### src/rtl/joy_pkg.sv
// Shared definitions for the serial joystick link: button bit positions,
// frame geometry and the transmit FSM encoding.
package joy_pkg;

    localparam int unsigned START = 7;
    localparam int unsigned FIRE3 = 6;
    localparam int unsigned FIRE2 = 5;
    localparam int unsigned FIRE1 = 4;
    localparam int unsigned RIGHT = 3;
    localparam int unsigned LEFT  = 2;
    localparam int unsigned DOWN  = 1;
    localparam int unsigned UP    = 0;

    localparam int unsigned FRAME_BITS       = 16;
    localparam int unsigned SHIFTS_PER_FRAME = 15;

    localparam logic [1:0] IDLE  = 2'd0;
    localparam logic [1:0] LOAD  = 2'd1;
    localparam logic [1:0] SHIFT = 2'd2;

    // Buttons are active-high on the pads but active-low on the wire.
    function automatic logic [FRAME_BITS-1:0] pack_word(input logic [7:0] pad1,
                                                       input logic [7:0] pad2);
        return ~{pad1, pad2};
    endfunction

endpackage

### src/rtl/sync_edge.sv
// Two-flop synchronizer with a third stage for single-cycle rise/fall pulses.
module sync_edge #(
    parameter int unsigned      WIDTH     = 1,
    parameter logic [WIDTH-1:0] RESET_VAL = '0
) (
    input  logic             clk_sys,
    input  logic             reset_n,
    input  logic [WIDTH-1:0] din,
    output logic [WIDTH-1:0] sync,
    output logic [WIDTH-1:0] rise,
    output logic [WIDTH-1:0] fall
);

    logic [WIDTH-1:0] s1_q, s2_q, s3_q;

    always_ff @(posedge clk_sys) begin
        if (!reset_n) begin
            s1_q <= RESET_VAL;
            s2_q <= RESET_VAL;
            s3_q <= RESET_VAL;
        end else begin
            s1_q <= din;
            s2_q <= s1_q;
            s3_q <= s2_q;
        end
    end

    assign sync = s2_q;
    assign rise = s2_q & ~s3_q;
    assign fall = ~s2_q & s3_q;

endmodule

### src/rtl/joy_serializer.sv
// Transmit side of the two-pad serial joystick link: emulates a 16-bit
// parallel-in/serial-out chain clocked by the host's JOY_CLK/JOY_LOAD.
module joy_serializer
    import joy_pkg::*;
#(
    parameter int unsigned DEB_DIV = 1024,
    parameter logic        FILL    = 1'b1
) (
    input  logic       clk_sys,
    input  logic       reset_n,
    input  logic       joy_clk,
    input  logic       joy_load,
    output logic       joy_data,
    input  logic [7:0] btn_joy1,
    input  logic [7:0] btn_joy2,
    output logic       frame_done,
    output logic       short_frame,
    output logic       overrun,
    input  logic       clr_err
);

    localparam logic [3:0] CNT_MAX = 4'(SHIFTS_PER_FRAME);

    logic clk_s, clk_rise, unused_clk_fall;
    logic load_s, load_rise, load_fall;
    logic [15:0] btn_s, btn_deb, unused_btn_rise, unused_btn_fall;
    logic [FRAME_BITS-1:0] word;

    sync_edge #(.WIDTH(1), .RESET_VAL(1'b0)) u_sync_clk (
        .clk_sys (clk_sys),
        .reset_n (reset_n),
        .din     (joy_clk),
        .sync    (clk_s),
        .rise    (clk_rise),
        .fall    (unused_clk_fall)
    );

    // Load idles high, so reset to 1 to avoid a spurious load after reset.
    sync_edge #(.WIDTH(1), .RESET_VAL(1'b1)) u_sync_load (
        .clk_sys (clk_sys),
        .reset_n (reset_n),
        .din     (joy_load),
        .sync    (load_s),
        .rise    (load_rise),
        .fall    (load_fall)
    );

    sync_edge #(.WIDTH(16), .RESET_VAL(16'h0000)) u_sync_btn (
        .clk_sys (clk_sys),
        .reset_n (reset_n),
        .din     ({btn_joy1, btn_joy2}),
        .sync    (btn_s),
        .rise    (unused_btn_rise),
        .fall    (unused_btn_fall)
    );

    if (DEB_DIV == 0) begin : g_no_deb
        assign btn_deb = btn_s;
    end else begin : g_deb
        localparam int unsigned CW = (DEB_DIV > 1) ? $clog2(DEB_DIV) : 1;

        logic [CW-1:0] div_q;
        logic [15:0]   samp_q, deb_q, agree;
        logic          tick;

        assign tick  = (div_q == CW'(DEB_DIV - 1));
        assign agree = ~(btn_s ^ samp_q);

        // A bit follows its input only when two successive ticks saw the same level.
        always_ff @(posedge clk_sys) begin
            if (!reset_n) begin
                div_q  <= '0;
                samp_q <= '0;
                deb_q  <= '0;
            end else begin
                div_q <= tick ? '0 : div_q + CW'(1);
                if (tick) begin
                    samp_q <= btn_s;
                    deb_q  <= (agree & btn_s) | (~agree & deb_q);
                end
            end
        end

        assign btn_deb = deb_q;
    end

    assign word = pack_word(btn_deb[15:8], btn_deb[7:0]);

    logic [1:0]  state_q, state_d;
    logic [15:0] shreg_q, shreg_d;
    logic [3:0]  cnt_q, cnt_d;
    logic        ovr_frame_q, ovr_frame_d;
    logic        data_q;
    logic        done_q, done_d;
    logic        short_q, short_d;
    logic        overrun_q, overrun_d;

    always_comb begin
        state_d     = state_q;
        shreg_d     = shreg_q;
        cnt_d       = cnt_q;
        ovr_frame_d = ovr_frame_q;
        done_d      = 1'b0;
        short_d     = short_q & ~clr_err;
        overrun_d   = overrun_q & ~clr_err;

        case (state_q)
            IDLE:    if (!load_s) state_d = LOAD;
            LOAD:    if (load_rise) state_d = SHIFT;
            SHIFT:   if (load_fall) state_d = LOAD;
            default: state_d = IDLE;
        endcase

        // Only a load that ends a shifting frame is judged; the first after reset is not.
        if (load_fall && state_q == SHIFT) begin
            if (cnt_q == CNT_MAX && !ovr_frame_q) begin
                done_d = 1'b1;
            end else if (cnt_q < CNT_MAX) begin
                short_d = 1'b1;
            end
        end

        if (!load_s) begin
            shreg_d     = word;
            cnt_d       = '0;
            ovr_frame_d = 1'b0;
        end else if (clk_rise && state_q != IDLE) begin
            shreg_d = {shreg_q[14:0], FILL};
            if (cnt_q == CNT_MAX) begin
                overrun_d   = 1'b1;
                ovr_frame_d = 1'b1;
            end else begin
                cnt_d = cnt_q + 4'd1;
            end
        end
    end

    always_ff @(posedge clk_sys) begin
        if (!reset_n) begin
            state_q     <= IDLE;
            shreg_q     <= 16'hFFFF;
            cnt_q       <= '0;
            ovr_frame_q <= 1'b0;
            data_q      <= 1'b1;
            done_q      <= 1'b0;
            short_q     <= 1'b0;
            overrun_q   <= 1'b0;
        end else begin
            state_q     <= state_d;
            shreg_q     <= shreg_d;
            cnt_q       <= cnt_d;
            ovr_frame_q <= ovr_frame_d;
            data_q      <= shreg_q[15];
            done_q      <= done_d;
            short_q     <= short_d;
            overrun_q   <= overrun_d;
        end
    end

    assign joy_data    = data_q;
    assign frame_done  = done_q;
    assign short_frame = short_q;
    assign overrun     = overrun_q;

endmodule
### config.mk
export PLATFORM = sky130hd
export DESIGN_NAME = joy_serializer
export DESIGN_NICKNAME = d
export VERILOG_FILES = /design/src/rtl/joy_pkg.sv /design/src/rtl/sync_edge.sv /design/src/rtl/joy_serializer.sv
export SDC_FILE = /design/constraint.sdc
export NUM_CORES = 1
export LEC_CHECK = 0
export ABC_AREA = 1
export BUFFER_PORTS_ARGS = -buffer_cell sky130_fd_sc_hd__clkbuf_2
export CELL_PAD_IN_SITES_DETAIL_PLACEMENT = 1
export CELL_PAD_IN_SITES_GLOBAL_PLACEMENT = 2
export CORE_MARGIN = 1.5
export CORE_UTILIZATION = 32
export CTS_CLUSTER_DIAMETER = 60
export DETAILED_ROUTE_END_ITERATION = 6
export PLACE_DENSITY = 0.76
export SETUP_SLACK_MARGIN = 0.3
export SYNTH_ARGS = -nofsm -noshare
export SYNTH_HDL_FRONTEND = slang
export SYNTH_SLANG_ARGS = --single-unit
export TNS_END_PERCENT = 1
### constraint.sdc
create_clock -name clk_sys -period 1.4 [get_ports clk_sys]
set_clock_uncertainty 0.2 [all_clocks]
set_input_delay 0 -clock clk_sys [delete_from_list [all_inputs] [get_ports clk_sys]]
set_output_delay 0 -clock clk_sys [all_outputs]
set_load 0.02 [all_outputs]
==> reports/metrics.cfg, run 1 <==
[status]
status=finished, violations left
failed_checks=setup timing

[critical_path]
worst-path-max-fanout=15
critPathTopFamily=simple AND/OR/NAND/NOR gates
setup.worst_path.class=flop to flop
timing.rr.start=g_deb.div_q[1]$_SDFF_PP0_
worst_path_max_delay_cell=dfxtp_2
arrival_ps=1650
rr_worst_depth=8
path_cells=ha_4, nand2_4, nor2_4, nand2_4, nor2_8, buf_12, nand3_2, a21oi_2
worst_setup_path_end_kind=flop
r2r_slack_ps=-150
startpoint_type=flop
cp.buffers_inverters=1
critical_path_required_ps=1490
critPathMaxStageDelay_ps=360
cp_common_cell=nand2_4
worst-path-stages=8
critPathLaunch=g_deb.div_q[1]$_SDFF_PP0_

[power_and_ir_drop]
ir_worst_vdd_mv=0.753
powerDensity_nw_per_um2=1130
p_leak_uw=0.00238

[synth]
synth_top_family_by_area=simple AND/OR/NAND/NOR gates
avgSynthCellArea_um2=8.11
muxShareOfSynthArea_pct=0
synth_compound_area_share_pct=8.13
synth-main-ff-cell=dfxtp_1
yosys.area_share.simple_pct=28.2
syn_inst=501
synth-adder-area-share_pct=0.616
seq_area_frac_synth_pct=52.7
syn-num-nets=524
synth_edf_count=0
ys_ff_latch=107
synth_xor_xnor_area_share_pct=0.862
synth_cell_types=26
yosys_warnings=0
synth-async-reset-ratio_pct=0
syn-cell-area_um2=4070

[flow_run]
cap_violations=0

[sta]
post-route-period-util_pct=111
final_max_slew_viol_count=0
setup_viol=41
hold_violations=0
worst_slack_ps=-154
min_period_ps=1550
rsz0062_at_grt=true
relSlewSlack_pct=81.6
fmax_ghz=0.643
max_slew.worst_pin.slew_ps=277

[die]
die_h_um=116
initial_core_util_pct=33.3
num_rows=40
ios=25
dieArea_um2=13400
core_um2=12200
die_x_um=116

[detailed_routing]
num_vias=3370
drc=0
wl_per_cell_um=12.7
wl_mm=9.42
firstDrtPassIters=4
dr.first_iter.drc_count=124
final_antenna_net_count=0
vias_per_cell=4.55

[final_layout]
mostFrequentLayoutCells=nand2_1 (104), dfxtp_1 (99), inv_1 (67)
nets=591
design_area_um2=5300
postLayoutCoreUtil_pct=43.4
area_delta_synth_final_pct=30.4
final_common_cell=nand2_1
diodes=0
drive_gt1_share_pct=26.0

[place]
portBuffers=24
placed_cell_area_um2=4610
dpl.hpwl_mm=6.37
place_ws_ps=-196
gp_congestion=0.697

[cts]
clock-root-buffer=clkbuf_16
cts_buffers=9
cts_sinks=107
clockBufferDepth=2
cts_tree=done
cts.htree.levels=3
worstSkewPairLatency_ps=360
clk_pin_slew_worst_paths_ps=70

[grt]
grt.overflow.total=0
grt_max_degree=30
grt_pass1_wl_mm=16.4
grt_pass1_vias=3586
antenna_found_initial=0
grt_usage_pct=15.9

[hold_path]
hp-start=btn_joy1[1]
hp-class=input port to flop

what timing repair did:
item / CTS / global route
pin swaps: 16 / 2
buffers inserted: 0 / 0
setup endpoints to repair: 69 / 80
hold endpoints to repair: 39 / 0
resized for setup: 50 / 10
hold buffers: 21 / 0
synthesized netlist by cell type, types with 2 or more instances:
| master | n | area, µm² |
|---|---|---|
| o211ai_1 | 14 | 105 |
| xor2_1 | 2 | 17.5 |
| clkbuf_1 | 13 | 48.8 |
| nor2_8 | 2 | 40.0 |
| nor2_1 | 21 | 78.8 |
| nand4_1 | 16 | 100 |
| dfxtp_1 | 107 | 2140 |
| nor3_1 | 5 | 25.0 |
| inv_2 | 2 | 7.51 |
| o21ai_0 | 7 | 35.0 |
| nand3_1 | 47 | 235 |
| o21ai_1 | 16 | 80.1 |
| buf_2 | 7 | 35.0 |
| inv_1 | 71 | 267 |
| nand3_2 | 10 | 100 |
| buf_6 | 2 | 22.5 |
| nor3b_1 | 2 | 15.0 |
| nand2_1 | 109 | 409 |
| xnor2_1 | 2 | 17.5 |
| ha_1 | 2 | 25.0 |
| or2_2 | 18 | 113 |
| a21oi_1 | 22 | 110 |
report_power, final:
part           leakage, µW  internal (µW)  switching, µW
Sequential        0.000876           3130           52.2
Clock             0.000145           1250           1230
Combinational      0.00136            154            177
worst min-delay path by stage:
stage                                                 to  depth (start not counted)
after global placement     u_sync_btn.s1_q[4]$_SDFF_PN0_                          3
after global routing      u_sync_btn.s1_q[13]$_SDFF_PN0_                          4
final                      u_sync_btn.s1_q[9]$_SDFF_PN0_                          4
after detailed placement   u_sync_btn.s1_q[3]$_SDFF_PN0_                          3
after CTS                  u_sync_btn.s1_q[9]$_SDFF_PN0_                          4
after floorplan            u_sync_btn.s1_q[0]$_SDFF_PN0_                          2
worst min-delay path: stages:
cell,delay [ps]
dlygate4sd3_1,520
clkbuf_2,90
nand2_1,40
inv_1,40
cell families after synthesis:
| kind of cell | Yosys count |
|---|---|
| adders and majority gates | 2 |
| and+or+nand+nor | 233 |
| xor gates and xnor gates | 4 |
| DFF | 107 |
| AOI/OAI and AO/OA | 59 |
| buffers and inverters | 96 |
through the flow:
stage	hold WS, ps	TNS (ps)	power (µW)	std cells
final	156	-3900	5990	741
after global routing	162	-7780	6290	741
after floorplan	-102	-4280	3410	501
after CTS	141	-4410	6110	741
after detailed placement	-11.7	-5690	3520	704
after global placement	-18.8	-3520	3510	704
layer usage:
| metal | track usage (%) | wire length, µm | up-vias |
|---|---|---|---|
| li1 | - | - | 1733 |
| met1 | 18.0 | 4350 | 1595 |
| met2 | 28.6 | 4700 | 31 |
| met3 | 4.55 | 245 | 11 |
| met4 | 5.61 | 129 | 0 |
| met5 | 0 | 0 | - |
cell type report:
cell class | instances | area, µm²
clock buffers | 9 | 225
clock inverters | 7 | 67.6
fillers | 1475 | 6910
inverters | 73 | 282
multi-input cells | 298 | 1700
flip-flops and latches | 107 | 2150
well taps | 168 | 210
repair buffers | 79 | 657
Power figures use the tool's default switching activity.
==> run 2, diff against run 1 <==
- SETUP_SLACK_MARGIN: 0.3 -> 0.02
==> reports/metrics.cfg, run 2 (synthesis results as in run 1) <==
[status]
status=finished, violations left
failed_checks=setup timing

[detailed_routing]
firstDrtPassIters=4  ; unchanged
dr.first_iter.drc_count=136  ; +9.7%
drc=0  ; unchanged
num_vias=3447  ; +2.3%
wl_mm=9.66  ; +2.5%
final_antenna_net_count=0  ; unchanged
vias_per_cell=4.55  ; about the same
wl_per_cell_um=12.7  ; +0.16%

[grt]
antenna_found_initial=0  ; unchanged
grt_max_degree=30  ; unchanged
grt_usage_pct=16.3  ; +0.38 points
grt_pass1_vias=3659  ; +2.0%
grt.overflow.total=0  ; unchanged
grt_pass1_wl_mm=16.8  ; +2.4%

[cts]
cts_sinks=107  ; unchanged
clk_pin_slew_worst_paths_ps=70  ; about the same
worstSkewPairLatency_ps=360  ; about the same
post_cts_buffers=0  ; unchanged
clock-root-buffer=clkbuf_16
cts_buffers=9  ; unchanged
cts.htree.levels=3  ; unchanged
clockBufferDepth=2  ; unchanged
cts_tree=done

[critical_path]
critPathMaxStageDelay_ps=360  ; about the same
worst_path_max_delay_cell=dfxtp_2
path_cells=ha_4, nand2_4, nor2_4, nand2_4, nor2_8, buf_12, nand3_2, a21oi_2
cp.buffers_inverters=1  ; unchanged
worst_setup_path_end_kind=flop
setup.worst_path.class=flop to flop
arrival_ps=1650  ; about the same
critPathTopFamily=simple AND/OR/NAND/NOR gates
cp_common_cell=nand2_4
startpoint_type=flop
critical_path_required_ps=1490  ; about the same
worst-path-max-fanout=15  ; unchanged

[die]
die_x_um=116  ; unchanged
initial_core_util_pct=33.3  ; unchanged
die_h_um=116  ; unchanged
core_um2=12200  ; unchanged
ios=25  ; unchanged
num_rows=40  ; unchanged
dieArea_um2=13400  ; unchanged

[hold_path]
hp-class=input port to flop

[power_and_ir_drop]
ir_worst_vdd_mv=0.735  ; -2.4%
p_leak_uw=0.00243  ; +2.2%
powerDensity_nw_per_um2=1130  ; -0.51%
power.total_uw=6030  ; +0.64%

[sta]
post-route-period-util_pct=111  ; +0.18 points
setup_viol=42  ; +2.4%
rsz0062_at_grt=true
final_max_slew_viol_count=0  ; unchanged
fmax_ghz=0.642  ; -0.16%
min_period_ps=1560  ; +2.53 ps
hold_violations=0  ; unchanged
relSlewSlack_pct=54.4  ; -27 points
max_slew.worst_pin.slew_ps=683  ; +407 ps
worst_slack_ps=-157  ; -2.54 ps

[place]
placed_cell_area_um2=4610  ; unchanged
gp_congestion=0.697  ; unchanged
portBuffers=24  ; unchanged
dp_cells=704  ; unchanged
dpl.hpwl_mm=6.37  ; unchanged

[final_layout]
mostFrequentLayoutCells=nand2_1 (107), dfxtp_1 (102), inv_1 (69)
design_area_um2=5360  ; +1.2%
area_delta_synth_final_pct=31.9
nets=608  ; +2.9%
stdcell_count=758  ; +2.3%
diodes=0  ; unchanged
drive_gt1_share_pct=22.5  ; -3.5 points
final_common_cell=nand2_1

[flow_run]
cap_violations=0  ; unchanged

## run 2: cell count changes in the layout (fill, tap and decap cells not counted), moves of 3 or more
cell / previous run / this run
nand2_1: 104 / 107
dfxtp_1: 99 / 102
o21ai_0: 3 / 7
nor3_1: 2 / 5
o21ai_1: 18 / 15
buf_6: 5 / 2
dlygate4sd3_1: 21 / 37
nand2_4: 5 / 2
## run 2: path summary, 6_finish.rpt
check / start / end / slack [ps] / cells after the start
worst min register to register: u_sync_btn.s1_q[15]$_SDFF_PN0_ / u_sync_btn.sync[15]$_SDFF_PN0_ / 220 / 2
worst max register to register: g_deb.div_q[1]$_SDFF_PP0_ / flop / -160 / 8
worst max-delay path: g_deb.div_q[1]$_SDFF_PP0_ / flop / -160 / 8
worst min-delay path: reset_n / cnt_q[3]$_SDFFE_PN0P_ / 7 / 4
## run 2: cell type report
type / count / area (µm²)
multi-input combinational: 298 / 1620
timing repair buffer: 96 / 816
inverter: 73 / 277
fill: 1491 / 6850
clock inverter: 7 / 67.6
sequential: 107 / 2150
tap: 168 / 210
clock buffer: 9 / 225
## run 2: power breakdown
part	total [µW]	leakage [µW]	internal, µW	switching, µW
Combinational	365	0.00141	182	183
Sequential	3180	0.000874	3130	48.5
Clock	2490	0.000145	1250	1230
## run 2: what timing repair did
item | 4_1_cts | 5_1_grt
endpoints found under the setup margin | 61 | 87
hold buffers | 38 | 0
resized for setup | 11 | 14
endpoints found under the hold margin | 39 | 0
pin swaps | 1 | 3
## run 2: tightest hold or removal path: cells and delay by family
| family | cells | cell delay [ps] |
|---|---|---|
| AOI/OAI and AO/OA | 1 | 50 |
| and+or+nand+nor | 1 | 120 |
| buffers and inverters | 2 | 330 |
## run 2: stage by stage
step	util [%]	hold WS [ps]	worst slack [ps]	setup TNS [ps]
5_1_grt	43.9	52.9	-251	-8030
3_5_place_dp	37.7	-11.7	-196	-5690
4_1_cts	43.6	5.02	-158	-4780
3_3_place_gp	37.7	-18.8	-118	-3520
2_1_floorplan	-	-102	-135	-4280
6_report	43.9	6.71	-157	-4010
## run 2: layer usage
metal | GRT usage, % | vias up | part of all wire [%]
met4 | 5.61 | 0 | 1.4
li1 | - | 1768 | -
met2 | 29.3 | 31 | 50
met5 | 0 | - | 0
met3 | 4.55 | 12 | 2.5
met1 | 18.6 | 1636 | 46
